$ cat src/rtl/arbitro_br_pkg.sv
// Shared widths, source encoding and constants for the BR write-port arbiter
// and its hazard scoreboard.
package arbitro_br_pkg;

  localparam int ANCHO_DATO = 32;
  localparam int ANCHO_DIR  = 5;
  localparam int NUM_REGS   = 1 << ANCHO_DIR;

  localparam logic [ANCHO_DIR-1:0] REG_CERO = '0;

  typedef enum logic {
    FUENTE_ALU = 1'b0,
    FUENTE_MEM = 1'b1
  } fuente_e;

endpackage : arbitro_br_pkg

$ cat src/rtl/arbitro_br_if.sv
// Bundle of writeback handshakes, issue/read addresses and BR write port.
// master = the pipeline side driving requests; slave = the arbiter.
interface arbitro_br_if;
  import arbitro_br_pkg::*;

  logic                  alu_valid;
  logic [ANCHO_DIR-1:0]  alu_dir;
  logic [ANCHO_DATO-1:0] alu_dato;
  logic                  alu_ready;

  logic                  mem_valid;
  logic [ANCHO_DIR-1:0]  mem_dir;
  logic [ANCHO_DATO-1:0] mem_dato;
  logic                  mem_ready;

  logic                  emit_en;
  logic [ANCHO_DIR-1:0]  emit_dir;
  logic [ANCHO_DIR-1:0]  RA1;
  logic [ANCHO_DIR-1:0]  RA2;
  logic                  stall;

  logic                  RegEn;
  logic [ANCHO_DIR-1:0]  Dir;
  logic [ANCHO_DATO-1:0] Di;

  modport master (
    output alu_valid, alu_dir, alu_dato, input alu_ready,
    output mem_valid, mem_dir, mem_dato, input mem_ready,
    output emit_en, emit_dir, RA1, RA2, input stall,
    input  RegEn, Dir, Di
  );

  modport slave (
    input  alu_valid, alu_dir, alu_dato, output alu_ready,
    input  mem_valid, mem_dir, mem_dato, output mem_ready,
    input  emit_en, emit_dir, RA1, RA2, output stall,
    output RegEn, Dir, Di
  );

endinterface : arbitro_br_if

$ cat src/rtl/arbitro_br_marcador.sv
// Scoreboard of registers with a write in flight; flags read hazards on RA1/RA2.
module marcador_br
  import arbitro_br_pkg::*;
(
  input  logic                 clk,
  input  logic                 rst,
  input  logic                 set_en_i,
  input  logic [ANCHO_DIR-1:0] set_dir_i,
  input  logic                 clr_en_i,
  input  logic [ANCHO_DIR-1:0] clr_dir_i,
  input  logic [ANCHO_DIR-1:0] ra1_i,
  input  logic [ANCHO_DIR-1:0] ra2_i,
  output logic                 stall_o
);

  logic [NUM_REGS-1:0] pendiente_q, pendiente_d;

  // Set applied after clear: a newly issued producer outranks a retiring one.
  always_comb begin
    pendiente_d = pendiente_q;
    if (clr_en_i) pendiente_d[clr_dir_i] = 1'b0;
    if (set_en_i) pendiente_d[set_dir_i] = 1'b1;
  end

  // NOTE: this vector is control state, so it is reset, unlike a plain data array.
  always_ff @(posedge clk) begin
    if (rst) pendiente_q <= '0;
    else     pendiente_q <= pendiente_d;
  end

  assign stall_o = ((ra1_i != REG_CERO) && pendiente_q[ra1_i]) ||
                   ((ra2_i != REG_CERO) && pendiente_q[ra2_i]);

endmodule : marcador_br

$ cat src/rtl/arbitro_br.sv
// Round-robin arbiter sharing the BR write port between ALU and memory
// writebacks, with a one-cycle registered output stage and hazard scoreboard.
module arbitro_br
  import arbitro_br_pkg::*;
(
  input  logic         clk,
  input  logic         rst,
  arbitro_br_if.slave  bus
);

  fuente_e               ultimo_q, ultimo_d;
  logic                  grant_alu, grant_mem;
  logic                  regen_q, regen_d;
  logic [ANCHO_DIR-1:0]  dir_q, dir_d;
  logic [ANCHO_DATO-1:0] di_q, di_d;

  always_comb begin
    // NOTE: every signal gets a default first, so no path can infer a latch.
    grant_alu = 1'b0;
    grant_mem = 1'b0;
    ultimo_d  = ultimo_q;
    regen_d   = 1'b0;
    dir_d     = dir_q;
    di_d      = di_q;

    // On a tie the source that did not win last time is served.
    if (!rst) begin
      if (bus.alu_valid && (!bus.mem_valid || ultimo_q == FUENTE_MEM)) grant_alu = 1'b1;
      else if (bus.mem_valid)                                          grant_mem = 1'b1;
    end

    if (grant_alu) begin
      ultimo_d = FUENTE_ALU;
      regen_d  = (bus.alu_dir != REG_CERO);
      dir_d    = bus.alu_dir;
      di_d     = bus.alu_dato;
    end else if (grant_mem) begin
      ultimo_d = FUENTE_MEM;
      regen_d  = (bus.mem_dir != REG_CERO);
      dir_d    = bus.mem_dir;
      di_d     = bus.mem_dato;
    end
  end

  // NOTE: sequential state uses non-blocking assignments so all flops update together.
  always_ff @(posedge clk) begin
    if (rst) begin
      ultimo_q <= FUENTE_ALU;
      regen_q  <= 1'b0;
      dir_q    <= '0;
      di_q     <= '0;
    end else begin
      ultimo_q <= ultimo_d;
      regen_q  <= regen_d;
      dir_q    <= dir_d;
      di_q     <= di_d;
    end
  end

  assign bus.alu_ready = grant_alu;
  assign bus.mem_ready = grant_mem;
  assign bus.RegEn     = regen_q;
  assign bus.Dir       = dir_q;
  assign bus.Di        = di_q;

  marcador_br u_marcador (
    .clk       (clk),
    .rst       (rst),
    .set_en_i  (bus.emit_en && (bus.emit_dir != REG_CERO)),
    .set_dir_i (bus.emit_dir),
    .clr_en_i  (regen_q),
    .clr_dir_i (dir_q),
    .ra1_i     (bus.RA1),
    .ra2_i     (bus.RA2),
    .stall_o   (bus.stall)
  );

endmodule : arbitro_br

$ cat src/flat_wrapper.sv
// flat-port wrapper written by rule: the top's interface ports become plain ports
module arbitro_br_flat import arbitro_br_pkg::*;
  (clk, rst, bus_alu_valid, bus_alu_dir, bus_alu_dato, bus_alu_ready, bus_mem_valid, bus_mem_dir, bus_mem_dato, bus_mem_ready, bus_emit_en, bus_emit_dir, bus_RA1, bus_RA2, bus_stall, bus_RegEn, bus_Dir, bus_Di);
  arbitro_br_if bus_i ();
  input  logic clk;
  input  logic rst;
  input wire logic [$bits(bus_i.alu_valid)-1:0] bus_alu_valid;
  input wire logic [$bits(bus_i.alu_dir)-1:0] bus_alu_dir;
  input wire logic [$bits(bus_i.alu_dato)-1:0] bus_alu_dato;
  output wire logic [$bits(bus_i.alu_ready)-1:0] bus_alu_ready;
  input wire logic [$bits(bus_i.mem_valid)-1:0] bus_mem_valid;
  input wire logic [$bits(bus_i.mem_dir)-1:0] bus_mem_dir;
  input wire logic [$bits(bus_i.mem_dato)-1:0] bus_mem_dato;
  output wire logic [$bits(bus_i.mem_ready)-1:0] bus_mem_ready;
  input wire logic [$bits(bus_i.emit_en)-1:0] bus_emit_en;
  input wire logic [$bits(bus_i.emit_dir)-1:0] bus_emit_dir;
  input wire logic [$bits(bus_i.RA1)-1:0] bus_RA1;
  input wire logic [$bits(bus_i.RA2)-1:0] bus_RA2;
  output wire logic [$bits(bus_i.stall)-1:0] bus_stall;
  output wire logic [$bits(bus_i.RegEn)-1:0] bus_RegEn;
  output wire logic [$bits(bus_i.Dir)-1:0] bus_Dir;
  output wire logic [$bits(bus_i.Di)-1:0] bus_Di;
  assign bus_i.alu_valid = bus_alu_valid;
  assign bus_i.alu_dir = bus_alu_dir;
  assign bus_i.alu_dato = bus_alu_dato;
  assign bus_alu_ready = bus_i.alu_ready;
  assign bus_i.mem_valid = bus_mem_valid;
  assign bus_i.mem_dir = bus_mem_dir;
  assign bus_i.mem_dato = bus_mem_dato;
  assign bus_mem_ready = bus_i.mem_ready;
  assign bus_i.emit_en = bus_emit_en;
  assign bus_i.emit_dir = bus_emit_dir;
  assign bus_i.RA1 = bus_RA1;
  assign bus_i.RA2 = bus_RA2;
  assign bus_stall = bus_i.stall;
  assign bus_RegEn = bus_i.RegEn;
  assign bus_Dir = bus_i.Dir;
  assign bus_Di = bus_i.Di;
  arbitro_br u_core (.clk(clk), .rst(rst), .bus(bus_i));
endmodule
$ cat config.mk
export PLATFORM = sky130hd
export DESIGN_NAME = arbitro_br_flat
export DESIGN_NICKNAME = d
export VERILOG_FILES = /design/src/rtl/arbitro_br_pkg.sv /design/src/rtl/arbitro_br_if.sv /design/src/rtl/arbitro_br_marcador.sv /design/src/rtl/arbitro_br.sv /design/src/flat_wrapper.sv
export SDC_FILE = /design/constraint.sdc
export NUM_CORES = 1
export LEC_CHECK = 0
export CELL_PAD_IN_SITES_DETAIL_PLACEMENT = 2
export CELL_PAD_IN_SITES_GLOBAL_PLACEMENT = 2
export CORE_AREA = 5 5 104 106
export CTS_CLUSTER_SIZE = 16
export DETAILED_ROUTE_END_ITERATION = 6
export DIE_AREA = 0 0 109 111
export DONT_BUFFER_PORTS = 1
export GPL_TIMING_DRIVEN = 0
export MAX_ROUTING_LAYER = met4
export PLACE_DENSITY_LB_ADDON = 0.12
export SLEW_MARGIN = 30
export SYNTH_ARGS = -nofsm -noshare
export SYNTH_HDL_FRONTEND = slang
export SYNTH_SLANG_ARGS = --single-unit
$ cat constraint.sdc
create_clock -name clk -period 6.22 [get_ports clk]
set_input_delay 1.244 -clock clk [delete_from_list [all_inputs] [get_ports clk]]
set_output_delay 1.244 -clock clk [all_outputs]
set_load 0.02 [all_outputs]
* After elaboration in Yosys (flattened, before gate mapping)
Index checks and enable logic that the tools add are counted.
Operators by class: magnitude comparators 6, multiplexer cells 21, bitwise operators 3, reductions and logical operators 16
Operators with widths (number):
- 32-bit two-way mux | 4
- 32-bit bitwise AND | 1
- 32-bit inverter | 1
- 32-bit OR | 1
- 5-bit nonzero test | 5
- 5-bit by 6-bit < comparator with 1-bit output, second input constant | 4
- 1-bit two-way mux | 11
- 1-bit binary-select mux with 5-bit select | 2
- 1-bit demux with 5-bit select | 2
- 5-bit by 1-bit greater-or-equal comparator with 1-bit output, second input constant | 2
- 5-bit two-way mux | 2
- 1-bit logical AND | 6
- 1-bit logical OR | 2
- 2-bit nonzero test | 1
- 2-bit OR reduction | 1
- 1-bit logical NOT | 1
Word-level totals: register bits after elaboration 71, input port bits 94, output and inout bits 41, word-level logic and storage cells 51

* Longest topological paths before layout
Gate-level depths: netlist (run 1).
depth in word-level cells 9, gate-level depth with buffers 8, depth with buffers taken out 5

* Modules after synthesis
From an unflattened synthesis (run 1), not the netlist that was laid out.
Unflattened totals: cell total of the unflattened synthesis 388, area, all modules 3638.5 um2
By module, submodules not included:
- arbitro_br | times used 1, cells each 188, area each 1830.5 um2, seq. area each 780.7 um2
- marcador_br | times used 1, cells each 200, area each 1808.0 um2, seq. area each 620.6 um2

* Worst setup path before layout (run 1)
Ideal clock, no wire load.
kind in2out, start point input port bus_RA1[1], end point output port bus_stall, arrival time 2.674 ns, required time 4.976 ns, setup slack 2.302 ns, stages 5, path buffers 1, path through buf_6 mux4_1 mux4_2 a21oi_1 nand3_1
On the way: cells in the longest elaborated chain, start to end 4, elaborated cells between the ends (all ways) 5, classes of those cells mux: 2; reduce/logical: 3
RTL lines:
- from (decl) | RTL line flat_wrapper.sv:17 | input wire logic [$bits(bus_i.RA1)-1:0] bus_RA1;
- 1-bit binary-select mux with 5-bit select | RTL line arbitro_br_marcador.sv:31 | assign stall_o = ((ra1_i != REG_CERO) && pendiente_q[ra1_i]) ||
- 1-bit two-way mux (implied by the code) | RTL line arbitro_br_marcador.sv:31
- 1-bit logical AND * | RTL line arbitro_br_marcador.sv:31
- 1-bit logical OR * | RTL line arbitro_br_marcador.sv:31
- to (decl) | RTL line flat_wrapper.sv:19 | output wire logic [$bits(bus_i.stall)-1:0] bus_stall;
Mark *: on every way between the ends. The rest lies on a longest branch, timed or not. The select of a mux whose other input is x is not followed.

* Worst setup path in the final report (run 1)
start point input port bus_RA2[0], end point output port bus_stall
On the way: cells in the longest elaborated chain, start to end 4, elaborated cells between the ends (all ways) 5, classes of those cells mux: 2; reduce/logical: 3
RTL lines:
- from (decl) | RTL line flat_wrapper.sv:18 | input wire logic [$bits(bus_i.RA2)-1:0] bus_RA2;
- 1-bit binary-select mux with 5-bit select | RTL line arbitro_br_marcador.sv:32 | ((ra2_i != REG_CERO) && pendiente_q[ra2_i]);
- 1-bit two-way mux (implied by the code) | RTL line arbitro_br_marcador.sv:32
- 1-bit logical AND * | RTL line arbitro_br_marcador.sv:32
- 1-bit logical OR * | RTL line arbitro_br_marcador.sv:31
Marks and branches as above.

==> results of run 1 <==
==> area by class of cell <==
class	count	area (um^2)	area share
inverters	5	18.8	0.00473
flip-flops and latches	71	1420	0.359
multi-input cells	322	1960	0.494
clock buffers	12	165	0.0417
plain buffers	35	156	0.0395
well taps	133	166	0.0420
clock inverters	4	76.3	0.0193
==> path summary, 6_finish.rpt <==
kind / depth (start not counted) / to / startpoint / slack (ns)
worst max-delay path: 6 / bus_stall / bus_RA2[0] / 2.16
worst min-delay path: 2 / u_core.u_marcador.pendiente_q[11] / u_core.u_marcador.pendiente_q[11] / 0.50
worst max register to register: 4 / u_core.u_marcador.pendiente_q[19] / u_core.bus.Dir[4] / 4.35
worst min register to register: 2 / u_core.u_marcador.pendiente_q[11] / u_core.u_marcador.pendiente_q[11] / 0.50
==> power by group through the flow <==
stage	logic, mW	registers [mW]	clock network, mW
2_1_floorplan	0.0831	0.524	0
4_1_cts	0.114	0.522	0.455
5_1_grt	0.126	0.525	0.480
6_report	0.113	0.522	0.447
3_3_place_gp	0.109	0.532	0
3_5_place_dp	0.114	0.533	0
==> synth_stat cells, drive strengths merged, types with 5 or more instances <==
library cell | count | area share
mux2i | 8 | 0.023
nor3b | 6 | 0.013
dfxtp | 71 | 0.40
nand3b | 6 | 0.013
o21ai | 32 | 0.045
nor2 | 44 | 0.047
inv | 5 | 0.0053
a311oi | 37 | 0.091
a21oi | 34 | 0.048
clkbuf | 21 | 0.022
buf | 14 | 0.022
nand2 | 111 | 0.12
mux4 | 14 | 0.094
==> critical path: cells and delay by family <==
kind	cells	cell delay, ns
multiplexers	1	0.56
buffers and inverters	1	0.37
AO/OA/AOI/OAI	2	0.37
AND/OR/NAND/NOR	2	0.28
==> kinds of logic (layout without fill, tap and decap cells) <==
group                  Yosys count  count (layout)  synth area share
buffers and inverters           40              56            0.0493
flip-flops                      71              71             0.400
multiplexers                    23              23             0.120
AND/OR/NAND/NOR                189             189             0.230
AO/OA/AOI/OAI                  110             110             0.200
==> stage by stage <==
| stage | setup slack, ns | area, um^2 | instances | hold slack (ns) |
|---|---|---|---|---|
| 2_1_floorplan | 2.30 | 3550 | 433 | 0.453 |
| 3_3_place_gp | 2.17 | 3720 | 566 | 0.464 |
| 3_5_place_dp | 2.12 | 3720 | 566 | 0.492 |
| 4_1_cts | 2.12 | 3960 | 582 | 0.503 |
| 5_1_grt | 2.01 | 3960 | 582 | 0.523 |
| 6_report | 2.16 | 3960 | 582 | 0.500 |
==> flip-flops by register name (all words and copies together), names as in the netlist <==
register / cells
u_core.bus.Dir: 5
u_core.bus.RegEn: 1
u_core.bus.Di: 32
u_core.ultimo_q: 1
u_core.u_marcador.pendiente_q: 32
==> routing by layer <==
layer	share of wire	GRT usage	up-vias
met1	0.41	0.267	1690
met5	0	-	-
li1	-	-	1583
met3	0.073	0.0728	21
met4	0.016	0.0690	0
met2	0.50	0.374	112
==> impl_metrics.tcl, run 1 <==
set metrics [dict create \
    synth-edff-count 0 \
    n_fill_cell 1103 \
    finalHoldViolCount 0 \
    setup_viol_count_final 0 \
    layout_commonest_cell "nand2_1" \
    htreeDepth 3 \
    clock.fmax_ghz 0.246 \
    drt_first_pass_iters 4 \
    start_util 0.367 \
    endpoint_kind "output port" \
    cp_max_fo 8 \
    worst_slew_pin_slew_ns 0.724 \
    period_share 0.653 \
    fin_setup_tns_ns 0 \
    cts_buffers 9 \
    layout-drive-gt1-share 0.0869 \
    crit_type "in -> out" \
    wirelength_um 13200 \
    switching_share 0.281 \
    fin_crit_ns 4.06 \
    seq_area_frac_synth 0.400 \
    critPathSlowestCell "mux4_2" \
    via_per_inst 5.85 \
    most-common-layout-cells "nand2_1, dfxtp_1, nor2_1" \
    antenna_cells 0 \
    utilization 0.409 \
    die_w_um 109 \
    dpl.hpwl_um 9920 \
    cts_resized 0 \
    leakage_nw 1.37 \
    dieArea_mm2 0.0121 \
    grt_overflow 0 \
    ant_nets 0 \
    gp_routability_congestion 0.798 \
    status "complete, no violations" \
    synth_async_sr_flop_share 0 \
    required_ns 4.98 \
    vias 3406 \
    cts_tree "done" \
    crit_path_cell_trace "clkbuf_1 -> mux4_2 -> a21oi_1 -> nor3_1 -> o21ai_0 -> nand3_1" \
    clk_latency_ns 0.36 \
    switchingPower_uw 304 \
    clk_pin_slew_ns 0.07 \
    yosysWarnings 0 \
    internal_power_uw 777 \
    wl_per_cell_um 22.6 \
    ir_drop_uv 96.0 \
    coreArea_mm2 0.00968 \
    port_buffers 0 \
    min_path_type "reg -> reg" \
    fin_worst_skew_ns 0.0115 \
    synth_cell_types 35 \
    arrival_ns 2.82 \
    power.density_mw_per_mm2 273 \
    drc_errors 0 \
    p_total_mw 1.08 \
    worstSetupStartpointType "input port" \
    slowest_delay_ns 0.56 \
    ys.flop_type "dfxtp_1" \
    seq_power_share 0.483 \
    grt_max_degree 13 \
    clockPowerShare 0.413 \
    maxCapViolations 0 \
    postCtsSetupBuffers 0 \
    syn2layout_area_growth_pct 11.6 \
    clock_sinks 71 \
    grt_pass1_vias 3888 \
    syn-mean-instance-area_um2 8.20 \
    power_frac_comb 0.104 \
    io_pins 135 \
    clockBufferDepth 2 \
    antenna_found_initial 0 \
    syn_inst 433 \
    synth_nets 527 \
    die_y_um 111 \
    syn_area_mm2 0.00355 \
    rsz0062_at_grt "no" \
    drtIter0Drc 116 \
    nets 538 \
    report.final.slew_viol_count 0 \
    grt_pass1_wl_um 20900 \
    grt_use_total 0.229 \
    slew_headroom 0.515 \
    synth_seq_cells 71 \
    rows 36 \
    cts_hold_buf 0 \
    root_buffer "clkbuf_8" \
]
Power figures use the tool's default switching activity.
==> inputs of run 2 (changes only) <==
- CORE_AREA: 5 5 104 106 -> 5 5 107 109
- DIE_AREA: 0 0 109 111 -> 0 0 112 114
- clock period: 6.22 -> 3.95 ns (I/O delays scaled with it)
==> run 2 against run 1 <==
  * Cell count is 1.2% higher
  * Global-route usage is 2.1 points lower
  * Combinational power is 56% higher
  * Die area is 5.5% higher
  * Non-clock buffer count stayed put
  * Clock power is 34% higher
  * Register-to-register slack worse by 2.2 ns
  * Clock skew is 0.0012 ns higher
  * First-iteration DRC count is 0.86% higher
  * Clock-buffer cell count is 2 lower
  * Sequential share of layout area is 0.32 points higher
  * Critical path type unchanged
  * Largest power group unchanged
==> impl_metrics.tcl, run 2 (same netlist as run 1, synthesis figures left out) <==
set metrics [dict create \
    rows 38 \
    start_util 0.338 \
    worstSetupStartpointType "input port" \
    cp_max_fo 9 \
    die_w_um 112 \
    grt_overflow 0 \
    nets 538 \
    ant_nets 0 \
    wirelength_um 12800 \
    fin_ws_ns 0.800 \
    clockBufferDepth 2 \
    coreArea_mm2 0.0105 \
    clk_pin_slew_ns 0.08 \
    finalHoldViolCount 0 \
    vias 3378 \
    hold_depth 1 \
    worst_slew_pin_slew_ns 0.774 \
    endpoint_kind "output port" \
    dp_slack_ns 0.783 \
    placed_cells 573 \
    min_from "u_core.u_marcador.pendiente_q[0]" \
    cts_buffers 9 \
    fin_crit_ns 3.15 \
    switching_share 0.297 \
    clock_sinks 71 \
    cts_tree "done" \
    fin_setup_tns_ns 0 \
    cts_resized 0 \
    syn2layout_area_growth_pct 10.6 \
    power_frac_comb 0.110 \
    most-common-layout-cells "nand2_1, dfxtp_1, nor2_1" \
    clk_latency_ns 0.35 \
    drc_errors 0 \
    r2r_slack_ns 2.12 \
    drtIter0Drc 117 \
    io_pins 135 \
    grt_max_degree 13 \
    switchingPower_uw 474 \
    rsz0062_at_grt "no" \
    power.density_mw_per_mm2 406 \
    maxCapViolations 0 \
    gp_routability_congestion 0.785 \
    fin_worst_skew_ns 0.0127 \
    clockPowerShare 0.375 \
    hold_end "u_core.u_marcador.pendiente_q[0]" \
    leakage_nw 1.35 \
    reg2regPathDepth 4 \
    layout_commonest_cell "nand2_1" \
    grt_use_total 0.208 \
    setup_viol_count_final 0 \
    wl_per_cell_um 21.8 \
    arrival_ns 2.36 \
    layout-drive-gt1-share 0.0869 \
    via_per_inst 5.74 \
    die_y_um 114 \
    grt_pass1_vias 3789 \
    htreeDepth 3 \
    p_total_mw 1.59 \
    postCtsSetupBuffers 0 \
    grt_pass1_wl_um 20400 \
    r2r_end "u_core.u_marcador.pendiente_q[18]" \
    antenna_found_initial 0 \
    n_fill_cell 1221 \
    min_path_type "reg -> reg" \
    clock.fmax_ghz 0.317 \
    root_buffer "clkbuf_8" \
    r2r-start "u_core.bus.Dir[4]" \
    internal_power_mw 1.12 \
    slew_headroom 0.482 \
    crit_type "in -> out" \
    seq_power_share 0.515 \
    drt_first_pass_iters 4 \
    port_buffers 0 \
    dpl.hpwl_um 9710 \
    cts_hold_buf 0 \
    status "complete, no violations" \
    ir_drop_uv 154 \
    layout.cells.non_filler 589 \
    period_share 0.797 \
    dieArea_mm2 0.0128 \
    antenna_cells 0 \
    report.final.slew_viol_count 0 \
    required_ns 3.16 \
]
## run 2: how the worst max path moves through the flow
stage | end | start | slack (ns)
after floorplan | bus_stall | bus_RA1[1] | 0.94
after global placement | bus_stall | bus_RA2[0] | 0.79
after detailed placement | bus_stall | bus_RA2[0] | 0.78
after CTS | bus_stall | bus_RA2[0] | 0.77
after global routing | bus_stall | bus_RA2[0] | 0.68
final | bus_stall | bus_RA1[1] | 0.80
## run 2: layer usage
layer	up-vias	share of wire	GRT usage
li1	1583	-	-
met2	101	0.49	0.348
met5	-	0	-
met4	0	0.012	0.0569
met3	10	0.068	0.0647
met1	1684	0.43	0.244
## run 2: power groups by stage
stage	Clock (mW)	Combinational, mW	Sequential [mW]
after global routing	0.646	0.197	0.826
after floorplan	0	0.131	0.826
final	0.598	0.176	0.821
after CTS	0.619	0.180	0.822
after global placement	0	0.173	0.837
after detailed placement	0	0.179	0.839
## run 2: area by class of cell
| cell class | count | area, um^2 | share of cell area |
|---|---|---|---|
| buffer | 35 | 156 | 0.0398 |
| clock buffer | 10 | 138 | 0.0350 |
| sequential | 71 | 1420 | 0.362 |
| tap | 140 | 175 | 0.0446 |
| multi-input combinational | 322 | 1960 | 0.499 |
| clock inverter | 6 | 60.1 | 0.0153 |
| inverter | 5 | 18.8 | 0.00478 |
## run 2: per-stage QoR
step	utilization	cell area (um^2)	hold WS (ns)
floorplan	-	3550	0.453
finish	0.374	3930	0.488
global placement	0.355	3730	0.461
global route	0.374	3930	0.509
CTS	0.374	3930	0.497
detailed placement	0.355	3730	0.481
## run 2: critical path, cell delays in order
cell and delay [ns]:
buf_6 0.13, mux4_1 0.58, mux4_2 0.46, a21oi_1 0.17, nand3_1 0.22
==> inputs of run 3 (changes only) <==
- CORE_AREA: 5 5 107 109 -> 5 5 114 116
- DIE_AREA: 0 0 112 114 -> 0 0 119 121
- clock period: 3.95 -> 2.6 ns (I/O delays scaled with it)
==> run 3 against run 2 <==
  * Power is 88% higher
  * Hold slack worse by 0.19 ns
  * Critical endpoint unchanged
  * Sequential power is 52% higher
==> impl_metrics.tcl, run 3 (same netlist as run 1, synthesis figures left out) <==
set metrics [dict create \
    status "complete, no violations" \
    fin_crit_ns 2.54 \
    drc_errors 0 \
    coreArea_mm2 0.0118 \
    antenna_cells 0 \
    switchingPower_uw 768 \
    dr_wl_met2_um 6790 \
    layout-drive-gt1-share 0.0982 \
    fin_worst_skew_ns 0.00637 \
    met3_length_um 837 \
    maxCapViolations 0 \
    finalHoldViolCount 0 \
    gp_routability_congestion 0.752 \
    rows 40 \
    endpoint_kind "output port" \
    htreeDepth 3 \
    io_pins 135 \
    grt_max_degree 13 \
    r2r_end "u_core.u_marcador.pendiente_q[19]" \
    power_frac_comb 0.090 \
    grt_overflow 0 \
    wl_met1_um 5620 \
    worstSetupStartpointType "input port" \
    grt_pass1_vias 3853 \
    slew_headroom 0.469 \
    vias 3398 \
    crit_type "in -> out" \
    dpl.hpwl_um 10000 \
    clock.fmax_ghz 0.394 \
    die_w_um 119 \
    setup_viol_count_final 0 \
    crit_path_cell_trace "buf_6 -> mux4_1 -> mux4_2 -> a21oi_2 -> nand3_2" \
    clk_pin_slew_ns 0.06 \
    grt_use_total 0.193 \
    hold_end "u_core.ultimo_q" \
    clockBufferDepth 2 \
    rsz0062_at_grt "no" \
    postCtsSetupBuffers 0 \
    power.density_mw_per_mm2 732 \
    layout_commonest_cell "nand2_1" \
    cts_tree "done" \
    via_per_inst 5.71 \
    syn2layout_area_growth_pct 15.3 \
    min_from "bus_mem_valid" \
    cts_buffers 9 \
    fin_setup_tns_ns 0 \
    wl_per_cell_um 22.5 \
    top_layer "met4" \
    r2r-start "u_core.bus.Dir[4]" \
    seq_power_share 0.416 \
    p_total_mw 3.00 \
    nets 537 \
    ir_drop_uv 257 \
    cp_max_fo 8 \
    drtIter0Drc 94 \
    antenna_found_initial 0 \
    die_y_um 121 \
    drt_first_pass_iters 4 \
    wirelength_um 13400 \
    reg2regPathDepth 4 \
    clockPowerShare 0.493 \
    r2r_slack_ns 0.77 \
    port_buffers 0 \
    slowest_delay_ns 0.58 \
    ant_nets 0 \
    worst_slew_pin_slew_ns 0.794 \
    period_share 0.976 \
    clock_sinks 71 \
    dieArea_mm2 0.0144 \
    root_buffer "clkbuf_16" \
    grt_pass1_wl_um 21200 \
    hold_depth 1 \
    min_path_type "in -> reg" \
    report.final.slew_viol_count 0 \
    most-common-layout-cells "nand2_1, dfxtp_1, nor2_1" \
    arrival_ns 2.02 \
    internal_power_mw 2.23 \
    clk_latency_ns 0.33 \
    required_ns 2.08 \
    switching_share 0.256 \
    start_util 0.301 \
    leakage_nw 1.42 \
    critPathSlowestCell "mux4_1" \
]
-- run 3: layer usage --
metal	up-vias	track usage
met5	-	-
met3	8	0.0611
met4	0	0.0507
li1	1578	-
met1	1714	0.227
met2	98	0.322
-- run 3: through the flow --
step	setup slack [ns]	utilization	cells	hold WS [ns]	instance area, um^2
3_5_place_dp	-0.0319	0.317	580	0.474	3740
4_1_cts	0.0107	0.347	596	0.286	4100
3_3_place_gp	-0.0390	0.316	580	0.462	3730
5_1_grt	0.0225	0.347	595	0.306	4100
2_1_floorplan	0.130	-	433	0.453	3550
6_report	0.0620	0.347	595	0.300	4100
-- run 3: timing repair --
| action | in CTS | in global routing |
|---|---|---|
| hold buffers | 0 | 0 |
| resized for setup | 3 | 2 |
| hold endpoints to repair | 0 | 0 |
| endpoints found under the setup margin | 1 | 2 |
-- run 3: worst max-delay path, delay by kind of cell --
kind / cells / cell delay [ns]
buffers and inverters: 1 / 0.13
AO/OA/AOI/OAI: 1 / 0.16
multiplexers: 2 / 1.06
AND/OR/NAND/NOR: 1 / 0.15
-- run 3: power by group through the flow --
| stage | clock, mW | sequential, mW | combinational, mW |
|---|---|---|---|
| 2_1_floorplan | 0 | 1.25 | 0.199 |
| 3_3_place_gp | 0 | 1.27 | 0.266 |
| 3_5_place_dp | 0 | 1.27 | 0.277 |
| 4_1_cts | 1.52 | 1.25 | 0.279 |
| 5_1_grt | 1.56 | 1.26 | 0.304 |
| 6_report | 1.48 | 1.25 | 0.271 |
-- run 3: cell type report --
cell class / count / area (um^2)
flip-flops and latches: 71 / 1420
fillers: 1360 / 7720
inverters: 5 / 18.8
plain buffers: 34 / 154
clock buffers: 11 / 253
well taps: 147 / 184
clock inverters: 5 / 104
multi-input cells: 322 / 1960
-- run 3: worst max-delay path by stage --
stage | from | to | slack, ns | cells past startpoint
finish | bus_RA1[0] | bus_stall | 0.06 | 5
global route | bus_RA1[0] | bus_stall | 0.02 | 5
CTS | bus_RA1[1] | bus_stall | 0.01 | 5
detailed placement | bus_RA1[0] | bus_stall | -0.03 | 5
global placement | bus_RA2[0] | bus_stall | -0.04 | 6
floorplan | bus_RA1[1] | bus_stall | 0.13 | 5
